--- src/rtl/regfile_pkg.sv ---
// Shared constants for the register-file writeback scheduler.
package regfile_pkg;

    localparam int DATA_W   = 16;
    localparam int ADDR_W   = 4;
    localparam int NUM_REGS = 16;
    localparam int NUM_REQ  = 3;

    localparam int REQ_MDU = 0;
    localparam int REQ_LSU = 1;
    localparam int REQ_ALU = 2;

    typedef logic [NUM_REQ-1:0] req_vec_t;

endpackage

--- src/rtl/regfile_scoreboard.sv ---
// Pending-write bitmap: decode claims set a bit, granted writes clear it.
module regfile_scoreboard #(
    parameter int ADDR_W = regfile_pkg::ADDR_W
) (
    input  logic                            clk,
    input  logic                            rst,
    input  logic                            claim_valid,
    input  logic [ADDR_W-1:0]               claim_reg,
    input  logic                            clr1_valid,
    input  logic [ADDR_W-1:0]               clr1_reg,
    input  logic                            clr2_valid,
    input  logic [ADDR_W-1:0]               clr2_reg,
    output logic [regfile_pkg::NUM_REGS-1:0] pending
);

    import regfile_pkg::*;

    logic [NUM_REGS-1:0] set_mask;
    logic [NUM_REGS-1:0] clr_mask;

    always_comb begin
        set_mask = '0;
        clr_mask = '0;
        if (claim_valid) set_mask[claim_reg] = 1'b1;
        if (clr1_valid)  clr_mask[clr1_reg]  = 1'b1;
        if (clr2_valid)  clr_mask[clr2_reg]  = 1'b1;
    end

    // Set is applied after clear so a same-cycle claim survives.
    always_ff @(posedge clk or posedge rst) begin
        if (rst) pending <= '0;
        else     pending <= (pending & ~clr_mask) | set_mask;
    end

endmodule

--- src/rtl/regfile_wb_scheduler.sv ---
// Packs ALU/LSU/MDU writebacks onto two register-file write ports,
// with starvation counters and a pending-write scoreboard.
module regfile_wb_scheduler #(
    parameter int DATA_W       = regfile_pkg::DATA_W,
    parameter int ADDR_W       = regfile_pkg::ADDR_W,
    parameter int STARVE_LIMIT = 3
) (
    input  logic                            clk,
    input  logic                            rst,
    input  logic                            alu_valid,
    input  logic [ADDR_W-1:0]               alu_reg,
    input  logic [DATA_W-1:0]               alu_data,
    output logic                            alu_ready,
    input  logic                            lsu_valid,
    input  logic [ADDR_W-1:0]               lsu_reg,
    input  logic [DATA_W-1:0]               lsu_data,
    output logic                            lsu_ready,
    input  logic                            mdu_valid,
    input  logic [ADDR_W-1:0]               mdu_reg1,
    input  logic [ADDR_W-1:0]               mdu_reg2,
    input  logic [DATA_W-1:0]               mdu_data1,
    input  logic [DATA_W-1:0]               mdu_data2,
    output logic                            mdu_ready,
    input  logic                            claim_valid,
    input  logic [ADDR_W-1:0]               claim_reg,
    output logic                            rf_reg_write,
    output logic                            rf_write_op2,
    output logic [ADDR_W-1:0]               rf_write_reg1,
    output logic [ADDR_W-1:0]               rf_write_reg2,
    output logic [DATA_W-1:0]               rf_write_data1,
    output logic [DATA_W-1:0]               rf_write_data2,
    output logic [regfile_pkg::NUM_REGS-1:0] pending
);

    import regfile_pkg::*;

    localparam int CNT_W = $clog2(STARVE_LIMIT + 1);
    localparam logic [CNT_W-1:0] LIMIT = CNT_W'(STARVE_LIMIT);

    req_vec_t valid, urgent, grant;
    logic [CNT_W-1:0]  cnt   [NUM_REQ];
    logic [ADDR_W-1:0] sreg  [NUM_REQ];
    logic [DATA_W-1:0] sdata [NUM_REQ];

    logic              w1_en, w2_en;
    logic [ADDR_W-1:0] w1_reg, w2_reg;
    logic [DATA_W-1:0] w1_data, w2_data;
    logic [1:0]        used;
    logic              first;

    assign valid = {alu_valid, lsu_valid, mdu_valid} & {NUM_REQ{~rst}};

    assign sreg[REQ_MDU]  = mdu_reg1;
    assign sreg[REQ_LSU]  = lsu_reg;
    assign sreg[REQ_ALU]  = alu_reg;
    assign sdata[REQ_MDU] = mdu_data1;
    assign sdata[REQ_LSU] = lsu_data;
    assign sdata[REQ_ALU] = alu_data;

    always_comb begin
        for (int r = 0; r < NUM_REQ; r++)
            urgent[r] = (cnt[r] == LIMIT);
    end

    // Pass 0 visits urgent requesters, pass 1 the rest; MDU, LSU, ALU within each.
    always_comb begin
        grant   = '0;
        used    = 2'd0;
        first   = 1'b1;
        w1_en   = 1'b0;
        w2_en   = 1'b0;
        w1_reg  = '0;
        w2_reg  = '0;
        w1_data = '0;
        w2_data = '0;
        for (int p = 0; p < 2; p++) begin
            for (int r = 0; r < NUM_REQ; r++) begin
                if (valid[r] && (urgent[r] == (p == 0))) begin
                    if (r == REQ_MDU) begin
                        if (first) begin
                            grant[r] = 1'b1;
                            used     = 2'd2;
                            w1_en    = 1'b1;
                            w1_reg   = mdu_reg1;
                            if (mdu_reg1 == mdu_reg2) begin
                                w1_data = mdu_data2;
                            end else begin
                                w1_data = mdu_data1;
                                w2_en   = 1'b1;
                                w2_reg  = mdu_reg2;
                                w2_data = mdu_data2;
                            end
                        end
                    end else if (used == 2'd0) begin
                        grant[r] = 1'b1;
                        used     = 2'd1;
                        w1_en    = 1'b1;
                        w1_reg   = sreg[r];
                        w1_data  = sdata[r];
                    end else if (used == 2'd1 && sreg[r] != w1_reg) begin
                        grant[r] = 1'b1;
                        used     = 2'd2;
                        w2_en    = 1'b1;
                        w2_reg   = sreg[r];
                        w2_data  = sdata[r];
                    end
                    first = 1'b0;
                end
            end
        end
    end

    assign mdu_ready = grant[REQ_MDU];
    assign lsu_ready = grant[REQ_LSU];
    assign alu_ready = grant[REQ_ALU];

    always_ff @(posedge clk or posedge rst) begin
        if (rst) begin
            for (int r = 0; r < NUM_REQ; r++) cnt[r] <= '0;
        end else begin
            for (int r = 0; r < NUM_REQ; r++) begin
                if (!valid[r] || grant[r]) cnt[r] <= '0;
                else if (cnt[r] != LIMIT)  cnt[r] <= cnt[r] + 1'b1;
            end
        end
    end

    always_ff @(posedge clk or posedge rst) begin
        if (rst) begin
            rf_reg_write   <= 1'b0;
            rf_write_op2   <= 1'b0;
            rf_write_reg1  <= '0;
            rf_write_reg2  <= '0;
            rf_write_data1 <= '0;
            rf_write_data2 <= '0;
        end else begin
            rf_reg_write   <= w1_en;
            rf_write_op2   <= w2_en;
            rf_write_reg1  <= w1_reg;
            rf_write_reg2  <= w2_reg;
            rf_write_data1 <= w1_data;
            rf_write_data2 <= w2_data;
        end
    end

    regfile_scoreboard #(.ADDR_W(ADDR_W)) u_scoreboard (
        .clk        (clk),
        .rst        (rst),
        .claim_valid(claim_valid),
        .claim_reg  (claim_reg),
        .clr1_valid (w1_en),
        .clr1_reg   (w1_reg),
        .clr2_valid (w2_en),
        .clr2_reg   (w2_reg),
        .pending    (pending)
    );

endmodule

--- config.mk ---
export PLATFORM = sky130hd
export DESIGN_NAME = regfile_wb_scheduler
export DESIGN_NICKNAME = d
export VERILOG_FILES = /design/src/rtl/regfile_pkg.sv /design/src/rtl/regfile_scoreboard.sv /design/src/rtl/regfile_wb_scheduler.sv
export SDC_FILE = /design/constraint.sdc
export NUM_CORES = 1
export LEC_CHECK = 0
export CAP_MARGIN = 40
export CORE_AREA = 2 2 97 99
export DETAILED_ROUTE_END_ITERATION = 7
export DIE_AREA = 0 0 99 101
export GPL_TIMING_DRIVEN = 1
export PLACE_DENSITY = 0.8
export SYNTH_ARGS = -nofsm -noshare
export SYNTH_HDL_FRONTEND = slang
export SYNTH_SLANG_ARGS = --single-unit
--- constraint.sdc ---
create_clock -name clk -period 6 [get_ports clk]
set_clock_uncertainty 0.15 [all_clocks]
set_input_delay 1.2 -clock clk [delete_from_list [all_inputs] [get_ports clk]]
set_output_delay 1.2 -clock clk [all_outputs]
set_load 0.1 [all_outputs]
* Word level (Yosys, flattened, before mapping)
Cells that the tools add are included.
** Storage, ports and cells
- Memories kept :: 0
- RAM bits :: 0
- Output and inout port bits :: 61
- Input port bits :: 90
- Bits in read-only memories :: 0
- Latch bits :: 0
- Register bits :: 64
- Logic and storage cells :: 198
** Cells by class
- Multiply operators :: 0
- Eq/ne operators :: 15
- Mux-type cells :: 129
- Magnitude comparators :: 6
- $add $sub $neg :: 3
- Div/mod/pow operators :: 0
- Bitwise operators :: 9
- Reductions and logical operators :: 26
- Shift operators :: 0
** Operators by type and width (number)
- two-way mux 16 bit :: 32
- two-way mux 4 bit :: 28
- two-way mux 1 bit :: 48
- two-way mux 2 bit :: 18
- OR 16 bit :: 2
- AND 16 bit :: 1
- inequality test 4 bit :: 4
- NOT 16 bit :: 1
- less-than comparator 4 x 5 -> 1 bit, second input constant :: 3
- logical AND 1 bit :: 13
- demux 1 bit (select 4 bit) :: 3
- >= comparator 4 x 1 -> 1 bit, second input constant :: 3
- equality test 2 x 1 -> 1 bit, second input constant :: 4
- logical NOT 2 bit :: 4
- adder 2 x 1 -> 2 bit, second input constant :: 3
- equality test 2 bit, second input constant :: 3
- inequality test 2 bit, second input constant :: 3
- nonzero test 2 bit :: 3
- equality test 4 bit :: 1
- NOT 1 bit :: 4
- AND 3 bit :: 1
- logical NOT 1 bit :: 3
- logical OR 1 bit :: 3

* Logic depth before layout (Yosys ltp)
Gate-level depths: netlist (run 1).
- Depth after elaboration :: 35
- Depth in mapped cells :: 13
- Depth with buffers taken out :: 11

* Modules after synthesis
A second synthesis (run 1) with hierarchy kept.
** Unflattened totals
- Cell total of the unflattened synthesis :: 367
- Area, all modules :: 3808.7 µm²
** By module, submodules not included
- regfile_wb_scheduler :: cells an instance 291, times used 1, area each 2939.1 µm², sequential area each 1201.2 µm²
- regfile_scoreboard :: cells an instance 76, times used 1, area each 869.6 µm², sequential area each 400.4 µm²

* Least setup slack after synthesis (run 1)
No wires, ideal clock.
- Path kind :: input to output
- From :: input rst
- To :: output lsu_ready
- Arrival time :: 4.559 ns
- Setup slack :: 0.091 ns
- Buffers on the path :: 2
- Stages on the path :: 9
- Cells stage by stage :: buf_4 > inv_1 > nand3_1 > a2111oi_0 > a21oi_1 > and4_1 > nor3_2 > buf_2 > or2_2
** On the way
- Word-level cells in the longest chain between the ends :: 21
- Elaborated cells between the ends (all ways) :: 44
** RTL lines
- from (decl) :: line regfile_wb_scheduler.sv:9 : input logic rst,
- NOT 1 bit * :: line regfile_wb_scheduler.sv:51 : assign valid = {alu_valid, lsu_valid, mdu_valid} & {NUM_REQ{~rst}};
- AND 3 bit * :: line regfile_wb_scheduler.sv:51
- logical AND 1 bit :: line regfile_wb_scheduler.sv:78 : if (valid[r] && (urgent[r] == (p == 0))) begin
- two-way mux 4 bit or two-way mux 2 bit (tied branches) :: line regfile_wb_scheduler.sv:78
- inequality test 4 bit or equality test 2 x 1 -> 1 bit (tied branches) :: line regfile_wb_scheduler.sv:100 : end else if (used == 2'd1 && sreg[r] != w1_reg) begin
- logical AND 1 bit :: line regfile_wb_scheduler.sv:100
- two-way mux 2 bit :: line regfile_wb_scheduler.sv:100
- two-way mux 2 bit :: line regfile_wb_scheduler.sv:94 : end else if (used == 2'd0) begin
- (+5 left out)
- two-way mux 2 bit :: line regfile_wb_scheduler.sv:78
- two-way mux 2 bit :: line regfile_wb_scheduler.sv:80 : if (first) begin
- two-way mux 2 bit :: line regfile_wb_scheduler.sv:78
- equality test 2 x 1 -> 1 bit :: line regfile_wb_scheduler.sv:100
- logical AND 1 bit :: line regfile_wb_scheduler.sv:100
- two-way mux 1 bit :: line regfile_wb_scheduler.sv:100
- two-way mux 1 bit :: line regfile_wb_scheduler.sv:94
- two-way mux 1 bit * :: line regfile_wb_scheduler.sv:78
- to (decl) :: line regfile_wb_scheduler.sv:17 : output logic lsu_ready,
Mark *: on every way between the ends. The rest lies on a longest branch, timed or not.

* Worst setup path after layout (run 1)
Same ends and word-level chain as after synthesis.

==> metrics.txt, run 1 <==
status=finished clean; Hold WS=0.2879 ns; Yosys top cell area share=40.82%; final net count=703; count of buffers from port buffering=150; RSZ-0062 raised after global routing=false; First-pass DRT Iterations=7; Post-CTS Hold Buffers=0; leading area contributor after synthesis=dfrtp_1; die footprint=9999 um^2; register bit total from synthesis=64; setup_tns=0 ns; clock sink total=64; first-pass GRT wire length=25270 um; worst skew pair latency=0.34 ns; CP Data Arrival Time=4.31 ns; Max Fanout on Critical Path=19; syn nets=496; number of remaining DRC errors=0; synth cell count leaders=dfrtp_1, o21ai_0, inv_1, a22oi_1, nand2_1; remaining antenna violation count after routing=0; pin count of the biggest net entering global routing=66; CTS max path bufs=2; Final HPWL DP=12680 um; Final Hold Fails=0; # resized after CTS=0; standard-cell rows=35; postcts setup bufs=0; share of layout cells above drive strength 1=16.45%; Seq/Total Area, Yosys=40.82%; initial antenna violation count=0; Mapped Avg Cell Area=9.736 um^2; average wire per standard cell=22.59 um; Fmax=176.6 MHz; crit share post-route=94.36%; sequential cell area=1602 um^2; worst vdd ir=142.1 uV; placeable core region=8977 um^2; Cell variety after synth=71; synthesized area=3924 um^2; die height=101 um; CP Class=in -> out; filler instances=547; synth top area cells=dfrtp_1, o21ai_0, a222oi_1, mux2i_1, a22oi_1; Boundary Pins=151; asr flop ratio synth=100.0%; Die Width=99 um; P&R area growth vs syn=74.84%; Clk Tree Root Cell=clkbuf_8; violation count after the first detailed-route iteration=540; CTS tree=yes; vias in the first global route=4773; Leak Pwr=0.002866 uW; routed wire length=16380 um; worst hold path type=reg -> reg; Total Routing Usage GR=32.93%; MaxCap Viol Count=0; crit path launch type=input pin; Multi-input gate area=2145 um^2; cts bufs inserted=9; Final Critical Period=5.662 ns; Layout Utilization=76.42%; Antenna Cells=0; Initial Util=43.71%; Data required, critical path=4.65 ns; Worst Tran Pin Value=0.8340 ns; via count=4557; CTS H-tree lvls=3; Crit. End Element=output pin; setup violators final=0; Slew HR=44.40%; Synth Warn #=0; Top FF cell, synth=dfrtp_1; most numerous cell in the Yosys netlist=dfrtp_1; number of flops mapped to enable cells by yosys=0; clk slew on worst S/H paths=0.07 ns; DR vias/cell=6.286; grt ovf=0; RD Place Congestion=0.9222; Final Slew Violations=0; Mapped Cells=403; PD cells=227.8 nW/um^2
-- layout by cell type (no fill, tap or decap), types with 4 or more instances in the layout --
cell	n
a22oi_1	21
a222oi_1	17
a31oi_1	4
nand2_1	20
inv_1	23
o21ai_1	9
buf_8	36
or3_1	7
o21ai_0	36
nand3b_1	6
clkbuf_8	11
o22ai_1	6
nor2_1	10
buf_16	22
nand3_1	4
clkdlybuf4s50_1	147
a21oi_1	6
xor2_1	9
mux2i_1	17
o22a_1	4
nand2b_1	8
dfrtp_1	64
o221ai_1	4
buf_4	10
nor3b_1	6
and2_1	4
a211oi_1	5
nor3_1	16
-- where the power goes --
part / switching, uW / internal [uW] / leakage (uW) / total, uW
clock: 163 / 169 / 0.0000882 / 332
combinational: 453 / 292 / 0.00196 / 745
sequential: 17.2 / 468 / 0.000817 / 486
-- final timing paths --
path / start / end / slack, ns / depth (start not counted)
setup / recovery: rst / lsu_ready / 0.34 / 9
setup reg to reg: cnt[4]$_DFFE_PP0P_ / u_scoreboard.pending[12]$_DFF_PP0_ / 2.02 / 11
hold reg to reg: cnt[4]$_DFFE_PP0P_ / cnt[4]$_DFFE_PP0P_ / 0.29 / 1
max in group asynchronous: rst / rf_write_data1[1]$_DFF_PP0_ / 3.47 / 3
min in group asynchronous: rst / rf_reg_write$_DFF_PP0_ / 1.67 / 3
hold / removal: cnt[4]$_DFFE_PP0P_ / cnt[4]$_DFFE_PP0P_ / 0.29 / 1
-- critical path: stages --
cell             delay [ns]
clkdlybuf4s50_1        0.69
nand3b_1               0.51
o22ai_1                0.44
nor3_1                 0.10
o31ai_1                0.38
and4_1                 0.35
nor3_2                 0.09
or2_2                  0.36
buf_12                 0.18
-- state kept, by name, summed over array words and instances, names as in the netlist --
signal	cells
rf_reg_write	1
rf_write_reg1	4
rf_write_data1	16
rf_write_reg2	4
cnt	6
rf_write_data2	16
u_scoreboard.pending	16
rf_write_op2	1
-- layer usage --
| layer | GRT usage (%) | part of all wire (%) | up-vias |
|---|---|---|---|
| li1 | - | - | 1988 |
| met1 | 38.56 | 36 | 2168 |
| met2 | 57.69 | 51 | 322 |
| met3 | 5.617 | 7.7 | 79 |
| met4 | 17.60 | 5.1 | 0 |
| met5 | 0 | 0 | - |
-- final cells by class --
type                    instances  share of cell area [%]
well taps                     111                   2.024
clock inverters                 3                  0.2553
multi-input cells             295                   31.26
inverters                      24                   1.313
flip-flops and latches         64                   23.34
clock buffers                  12                   2.262
repair buffers                216                   39.54
-- kinds of logic (layout without fill, tap and decap cells) --
logic type	after synthesis	count (layout)	share of synthesized area, %
DFF	64	64	40.82
and+or+nand+nor	111	111	17.22
xor gates and xnor gates	12	12	2.679
AOI/OAI and AO/OA	151	151	28.95
buffers and inverters	44	255	4.751
adders and majority gates	3	3	0.9567
muxes	18	18	4.624
-- metrics by stage --
step / area (um^2) / cells / setup slack (ns) / power (uW)
2_1_floorplan: 3924 / 403 / 0.09051 / 878.8
3_3_place_gp: 5542 / 652 / 0.4781 / 1065
3_5_place_dp: 6688 / 710 / 0.4133 / 1234
4_1_cts: 6860 / 725 / 0.4132 / 1564
5_1_grt: 6860 / 725 / 0.09129 / 1612
6_report: 6860 / 725 / 0.3383 / 1563
Power figures use the tool's default switching activity.
==> run 2, diff against run 1 <==
- CORE_AREA: 2 2 97 99 -> 2 2 103 105
- DIE_AREA: 0 0 99 101 -> 0 0 105 107
- PLACE_DENSITY: 0.8 -> 0.72
==> metrics.txt, run 2 (synthesized netlist as in run 1, its figures left out) <==
standard-cell rows=37 (+5.7%); Initial Util=38.88% (-4.8 points); pin count of the biggest net entering global routing=66 (unchanged); crit share post-route=94.21% (-0.16 points); share of layout cells above drive strength 1=16.48% (+0.027 points); status=finished clean; clk slew on worst S/H paths=0.07 ns (about the same); First-pass DRT Iterations=5 (-2); met3 Use GR=4.134% (-1.5 points); P&R area growth vs syn=77.26%; largest registers=rf_write_data1 x16, rf_write_data2 x16, u_scoreboard.pending x16; CTS tree=yes; CP Data Arrival Time=4.30 ns (about the same); most frequent cells in the layout=clkdlybuf4s50_1, dfrtp_1, o21ai_0; final net count=701 (-0.28%); MaxCap Viol Count=0 (unchanged); met1 GRT Util=34.07% (-4.5 points); Final Slew Violations=0 (unchanged); Data required, critical path=4.65 ns (about the same); Final Critical Period=5.652 ns (-0.009337 ns); setup violators final=0 (unchanged); cell family with most CP delay=simple AND/OR/NAND/NOR gates; placeable core region=10090 um^2 (+12%); Crit. End Element=output pin; count of buffers from port buffering=150 (unchanged); CTS H-tree lvls=3 (unchanged); average wire per standard cell=21.50 um (-4.8%); clock sink total=64 (unchanged); Boundary Pins=151 (unchanged); Antenna Cells=0 (unchanged); RD Place Congestion=0.9267 (+0.49%); Leak Pwr=0.002883 uW (+0.60%); Worst path slowest cell=clkdlybuf4s50_1; routed wire length=16110 um (-1.6%); via count=4488 (-1.5%); PD cells=228.2 nW/um^2 (+0.20%); DR vias/cell=5.992 (-4.7%); Worst Path Buf+Inv=2 (unchanged); setup_tns=0 ns (unchanged); Max Fanout on Critical Path=19 (unchanged); Total Routing Usage GR=28.49% (-4.4 points); die footprint=11240 um^2 (+12%); violation count after the first detailed-route iteration=435 (-19%); Final HPWL DP=12350 um (-2.7%); first-pass GRT wire length=24920 um (-1.4%); RSZ-0062 raised after global routing=false; remaining antenna violation count after routing=0 (unchanged); Post-CTS Hold Buffers=0 (unchanged); Final Hold Fails=0 (unchanged); Crit path largest cell delay=0.72 ns (+0.03 ns); Critical Path, Cell by Cell=clkdlybuf4s50_1 > or3b_1 > o22ai_1 > nor3_1 > o31ai_1 > and4_1 > nor3_2 > or2_2 > buf_12; die height=107 um (+5.9%); Layout Utilization=68.92% (-7.5 points); initial antenna violation count=0 (unchanged); GR Layer Usage met2=51.16% (-6.5 points); CTS max path bufs=2 (unchanged); grt ovf=0 (unchanged); worst vdd ir=162.5 uV (+14%); Worst Tran Pin Value=0.9064 ns (+0.07240 ns); CP Class=in -> out; commonest non-fill, non-tap cell in the layout=clkdlybuf4s50_1; crit path launch type=input pin; Die Width=105 um (+6.1%); vias in the first global route=4607 (-3.5%); Clk Tree Root Cell=clkbuf_8; number of remaining DRC errors=0 (unchanged); worst hold path type=reg -> reg; cts bufs inserted=9 (unchanged); Slew HR=39.57% (-4.8 points); worst skew pair latency=0.34 ns (about the same); Fmax=176.9 MHz (+0.17%); # resized after CTS=0 (unchanged); postcts setup bufs=0 (unchanged); busiest layer in global routing=met2
run 2: cell count changes in the layout (fill, tap and decap cells not counted):
cell,change
buf_16,+5
inv_6,+2
clkinv_2,-1
buf_8,-5
clkbuf_1,-1
clkinvlp_4,+1
buf_4,-2
run 2: worst register-to-register path, cell delays in order (launching register included):
cell and delay, ns:
dfrtp_1 0.37, ha_1 0.42, and3b_1 0.40, and3_1 0.27, nor4b_1 0.09, nor4b_2 0.47
o211ai_4 0.31, a222oi_1 0.90, nand2_2 0.20, nor3b_1 0.31, o22ai_1 0.11
run 2: power breakdown:
group          total [uW]  internal, uW  switching [uW]  leakage [uW]
registers             485           468            16.9      0.000817
logic                 750           296             454       0.00197
clock network         352           175             178     0.0000924
run 2: path summary, 6_finish.rpt:
kind / from / end / slack (ns) / depth (start not counted)
setup / recovery: rst / lsu_ready / 0.35 / 9
hold / removal: cnt[4]$_DFFE_PP0P_ / cnt[4]$_DFFE_PP0P_ / 0.28 / 1
setup reg to reg: cnt[2]$_DFFE_PP0P_ / u_scoreboard.pending[10]$_DFF_PP0_ / 1.86 / 10
hold reg to reg: cnt[4]$_DFFE_PP0P_ / cnt[4]$_DFFE_PP0P_ / 0.28 / 1
max in group asynchronous: rst / u_scoreboard.pending[8]$_DFF_PP0_ / 3.41 / 3
min in group asynchronous: rst / cnt[2]$_DFFE_PP0P_ / 1.72 / 3
run 2: metrics by stage:
| stage | total power, uW | setup slack, ns | area (um^2) | instances | hold slack, ns |
|---|---|---|---|---|---|
| floorplan | 878.8 | 0.09051 | 3924 | 403 | 0.2564 |
| global route | 1643 | 0.1060 | 6955 | 749 | 0.3096 |
| finish | 1588 | 0.3476 | 6955 | 749 | 0.2844 |
| global placement | 1067 | 0.4656 | 5558 | 675 | 0.2685 |
| detailed placement | 1241 | 0.4333 | 6766 | 733 | 0.2827 |
| CTS | 1596 | 0.4221 | 6955 | 749 | 0.2931 |
run 2: final cells by class:
type | count | area (um^2)
tap | 136 | 170.2
inverter | 24 | 90.09
timing repair buffer | 214 | 2760
sequential | 64 | 1602
clock inverter | 5 | 37.54
fill | 768 | 3137
clock buffer | 11 | 151.4
multi-input combinational | 295 | 2145
run 2: layer usage:
metal,part of all wire [%],up-vias
li1,-,1994
met1,38,2218
met2,53,230
met3,5.7,46
met4,3.1,0
met5,0,-
==> run 3, diff against run 2 <==
- CORE_AREA: 2 2 103 105 -> 2 2 97 99
- DIE_AREA: 0 0 105 107 -> 0 0 99 101
- PLACE_DENSITY: 0.72 -> 0.8
==> results of run 3 <==
Same layout as run 1: the final DEF is identical, and so are final timing and power.
